## src/rtl/i2c_fmt_fifo.sv

```systemverilog
// i2c_fmt_fifo: first-word-fall-through FIFO of 13-bit I2C format entries
// with fill level, overflow pulse and low-watermark flag.
module i2c_fmt_fifo #(
  parameter int FifoDepth = 64,
  localparam int FifoDepthWidth = $clog2(FifoDepth + 1)
) (
  input  logic                      clk_i,
  input  logic                      rst_ni,
  input  logic                      fmt_wvalid_i,
  output logic                      fmt_wready_o,
  input  logic [12:0]               fmt_wdata_i,
  input  logic                      fmt_fifo_clr_i,
  input  logic [FifoDepthWidth-1:0] fmt_thresh_i,
  output logic                      fmt_fifo_rvalid_o,
  output logic [FifoDepthWidth-1:0] fmt_fifo_depth_o,
  input  logic                      fmt_fifo_rready_i,
  output logic [7:0]                fmt_byte_o,
  output logic                      fmt_flag_start_before_o,
  output logic                      fmt_flag_stop_after_o,
  output logic                      fmt_flag_read_bytes_o,
  output logic                      fmt_flag_read_continue_o,
  output logic                      fmt_flag_nak_ok_o,
  output logic                      event_fmt_overflow_o,
  output logic                      event_fmt_threshold_o
);
  localparam int PtrW = $clog2(FifoDepth);
  localparam logic [PtrW-1:0] LastPtr = PtrW'(FifoDepth - 1);
  logic [12:0] mem [FifoDepth];
  logic [PtrW-1:0] wptr, rptr;
  logic [FifoDepthWidth-1:0] cnt;
  logic full, empty, push, pop, ovf;
  logic [12:0] head;
  assign full  = cnt == FifoDepthWidth'(FifoDepth);
  assign empty = cnt == '0;
  assign push  = fmt_wvalid_i && !full;
  assign pop   = fmt_fifo_rready_i && !empty;
  always_ff @(posedge clk_i or negedge rst_ni) begin
    if (!rst_ni) begin
      wptr <= '0;
      rptr <= '0;
      cnt  <= '0;
      ovf  <= 1'b0;
    end else if (fmt_fifo_clr_i) begin
      wptr <= '0;
      rptr <= '0;
      cnt  <= '0;
      ovf  <= 1'b0;
    end else begin
      if (push) wptr <= (wptr == LastPtr) ? '0 : wptr + 1'b1;
      if (pop) rptr <= (rptr == LastPtr) ? '0 : rptr + 1'b1;
      if (push && !pop) cnt <= cnt + 1'b1;
      else if (pop && !push) cnt <= cnt - 1'b1;
      ovf <= fmt_wvalid_i && full;
    end
  end
  // Storage is intentionally unreset; only pointers and count define contents.
  always_ff @(posedge clk_i) begin
    if (push && !fmt_fifo_clr_i) mem[wptr] <= fmt_wdata_i;
  end
  assign head = empty ? '0 : mem[rptr];
  assign fmt_wready_o             = !full;
  assign fmt_fifo_rvalid_o        = !empty;
  assign fmt_fifo_depth_o         = cnt;
  assign fmt_byte_o               = head[7:0];
  assign fmt_flag_start_before_o  = head[8];
  assign fmt_flag_stop_after_o    = head[9];
  assign fmt_flag_read_bytes_o    = head[10];
  assign fmt_flag_read_continue_o = head[11];
  assign fmt_flag_nak_ok_o        = head[12];
  assign event_fmt_overflow_o     = ovf;
  assign event_fmt_threshold_o    = cnt < fmt_thresh_i;
endmodule
```

## config.mk

```make
export PLATFORM = sky130hd
export DESIGN_NAME = i2c_fmt_fifo
export DESIGN_NICKNAME = d
export VERILOG_FILES = /design/src/rtl/i2c_fmt_fifo.sv
export SDC_FILE = /design/constraint.sdc
export NUM_CORES = 1
export LEC_CHECK = 0
export CORE_MARGIN = 2
export CORE_UTILIZATION = 60
export CTS_BUF_LIST = sky130_fd_sc_hd__clkbuf_4
export CTS_CLUSTER_DIAMETER = 50
export DETAILED_ROUTE_END_ITERATION = 16
export HOLD_SLACK_MARGIN = 0.08
export PLACE_DENSITY = 0.81
export SLEW_MARGIN = 20
export SYNTH_ARGS = -nofsm -noshare
export SYNTH_HDL_FRONTEND = slang
export SYNTH_SLANG_ARGS = --single-unit
```

## constraint.sdc

```tcl
create_clock -name clk_i -period 3.8 [get_ports clk_i]
set_input_delay 0.76 -clock clk_i [delete_from_list [all_inputs] [get_ports clk_i]]
set_output_delay 0.76 -clock clk_i [all_outputs]
set_load 0.005 [all_outputs]
```

==> impl_metrics.toml <==
[timing]
skew_ns = 0.0927
finalCritPeriodShare = 1.19
period_needed_ns = 4.52
layout_setup_ws_ns = -0.724
hold_viol_final = 0
worst_pin_slew_ns = 0.957
report.final.slew_viol_count = 0
max_freq_mhz = 221
setup_viol = 13
slew_headroom = 0.362
rsz0062_at_grt = "yes"

[floorplanning]
initial_core_util = 0.605
rows = 86
die_w_um = 239
ios = 49
die_area_um2 = 57300
die_h_um = 239
core_um2 = 55000

[clock_tree]
root_buffer = "clkbuf_4"
worstSkewPairLatency_ns = 1.08
cts_max_level = 4
cts_buffers = 193
cts_sinks = 852
path_clk_slew_ns = 0.07
tritoncts = "built"
ctsLongestPathBuffers = 3

[worst_setup_path]
path_class = "flip-flop to output pin"
critPathRequiredTime_ns = 3.04
arrival_ns = 3.76
r2r-end = "fmt_fifo_depth_o[6]"
r2r_cells = 12
reg2reg_from = "fmt_fifo_depth_o[2]"
r2r_slack_ns = 0.44
crit_path_end_kind = "output pin"
path_max_fanout = 7
start_kind = "flip-flop"

[synthesis]
syn_avg_cell_area_um2 = 22.3
synth_ff_type = "edfxtp_1"
yosysWarnings = 0
netlist_area_um2 = 33200
synth_seq_cells = 852
async_flop_share = 0.0235
seq_area_frac_synth = 0.766
syn_inst = 1493
synth_edf_count = 832
syn_nets = 1533
yosysUniqueCellTypes = 44

[global_route]
grt_usage = 0.296
grt_pass1_wl_um = 119000
grt_pass1_vias = 18400
grt-ovfl-total = 0
grt_max_degree = 65
antenna_found_initial = 3

[final_layout]
fin_util = 0.709
syn_to_final_growth_pct = 17.3
n_fill_cell = 3034
fin_nets = 1889
drive_gt1_frac = 0.417
design_area_um2 = 39000

[drt]
wire_per_inst_um = 29.7
routed_via_density = 6.54
routed_wl_um = 81900
ant_nets = 0
firstDrtPassIters = 7
dr_total_vias = 18000
drc_errors = 0
drtIter0Drc = 2625

[run]
drv_cap = 0

[place]
io_buffers = 48
routabilityCongestion = 0.863
hpwl_um = 47400
dpl_cell_area_um2 = 35600

[power]
p_leak_nw = 12.6
p_per_area_nw_per_um2 = 563
power_mw = 22.0
peakVddDrop_v = 0.000332

[outcome]
outcome = "finished, violations left"
violations = "setup timing"

[hold_path]
hp-class = "input port to asynchronous set/reset pin"
synth_stat cells (all sizes together), types with 10 or more instances:
master | instances | area share
nor2 | 85 | 0.0096
a22oi | 17 | 0.0038
a21oi | 10 | 0.0015
nand3 | 17 | 0.0026
mux2i | 28 | 0.0084
o21ai | 20 | 0.0030
edfxtp | 832 | 0.75
ha | 14 | 0.0053
dfrtp | 20 | 0.015
buf | 53 | 0.0079
clkbuf | 24 | 0.0027
nand2 | 32 | 0.0036
mux4 | 242 | 0.16
inv | 14 | 0.0016
final cells by class:
class	count	area, µm²	share of cell area
sequential	852	25500	0.654
multi-input combinational	550	7670	0.197
timing repair buffer	238	2380	0.0611
clock buffer	292	2190	0.0562
tap	748	936	0.0240
clock inverter	56	256	0.00658
inverter	14	52.6	0.00135
antenna	5	12.5	0.000321
cells by family (layout without fill, tap and decap cells):
group,count (synthesis),count (layout),synth area share
flip-flops,852,852,0.766
multiplexers,274,274,0.174
AND/OR/NAND/NOR,167,167,0.0224
buffers and inverters,91,600,0.0122
AO/OA/AOI/OAI,86,86,0.0172
adder cells (fa/ha/maj),15,15,0.00587
XOR/XNOR,8,8,0.00211
other,0,5,0
worst max-delay path by stage:
stage,startpoint,to,slack (ns),cells after the start
after detailed placement,rptr[0],fmt_byte_o[2],-0.03,7
after global routing,rptr[0],fmt_flag_stop_after_o,-0.80,10
after floorplan,rptr[1],fmt_byte_o[0],0.82,7
after global placement,rptr[0],fmt_byte_o[0],0.05,7
final,rptr[0],fmt_flag_stop_after_o,-0.72,10
after CTS,rptr[0],fmt_flag_stop_after_o,-0.77,10
placed cells by master, fill, tap and decap left out, types with 4 or more instances in the layout:
cell	n
edfxtp_1	832
o21ai_1	4
o21ai_0	8
nand3_1	14
diode_2	5
a21oi_1	7
inv_1	14
xor2_1	5
o22ai_2	4
o221ai_2	5
o21ai_2	7
buf_4	143
clkbuf_4	292
mux2i_1	19
a22oi_1	4
dfrtp_1	15
buf_16	6
buf_8	4
inv_2	7
a22oi_2	13
mux4_2	242
clkinv_1	39
a211oi_2	4
buf_2	18
a21o_1	6
mux2i_2	4
clkdlybuf4s50_1	20
ha_1	14
nand3b_1	5
buf_6	17
nand2b_1	4
buf_12	25
nor2_1	84
nor2b_1	7
o31ai_1	5
a31oi_1	4
mux2i_4	5
nand2_1	30
clkinv_2	6
flip-flops by register name, indices dropped and copies added (netlist names):
register and flops:
rptr 6, event_fmt_overflow_o 1, mem 832, fmt_fifo_depth_o 7, wptr 6
per-layer routing:
layer | GRT usage | share of wire | vias up | wire (µm)
met4 | 0.123 | 0.035 | 2 | 2840
met5 | 0 | 0.00016 | - | 13
li1 | - | - | 7177 | -
met1 | 0.387 | 0.35 | 9168 | 28400
met2 | 0.476 | 0.50 | 1440 | 40700
met3 | 0.0830 | 0.12 | 226 | 9900
power by group:
group | switching, mW | internal, mW | total (mW)
sequential | 0.112 | 10.4 | 10.5
combinational | 2.15 | 2.30 | 4.45
clock | 3.46 | 3.57 | 7.03
metrics by stage:
| step | setup slack [ns] | hold slack, ns | TNS, ns | cells |
|---|---|---|---|---|
| 2_1_floorplan | 0.817 | 0.464 | 0 | 1493 |
| 4_1_cts | -0.768 | 0.200 | -8.19 | 2745 |
| 6_report | -0.724 | 0.211 | -8.09 | 2755 |
| 5_1_grt | -0.795 | 0.180 | -9.05 | 2754 |
| 3_5_place_dp | -0.0253 | 0.609 | -0.0279 | 2358 |
| 3_3_place_gp | 0.0486 | 0.577 | 0 | 2358 |
worst max-delay path: stages, from the launching register on:
cell     delay, ns
dfrtp_4       0.53
buf_16        0.16
buf_12        0.15
buf_6         0.11
mux4_2        0.45
mux4_2        0.54
mux2_4        0.31
nand2_4       0.06
o21ai_4       0.06
and2_4        0.18
buf_6         0.11
what timing repair did:
item                                    in CTS  in global routing
setup buffers                               35                  9
pin swaps                                   21                 13
endpoints found under the setup margin      14                 14
hold buffers                                 0                  1
gates resized for setup                    147                 33
hold endpoints to repair                     0                 20
gates cloned                                 6                  2
Note: power is estimated with default switching activity, not from simulation.
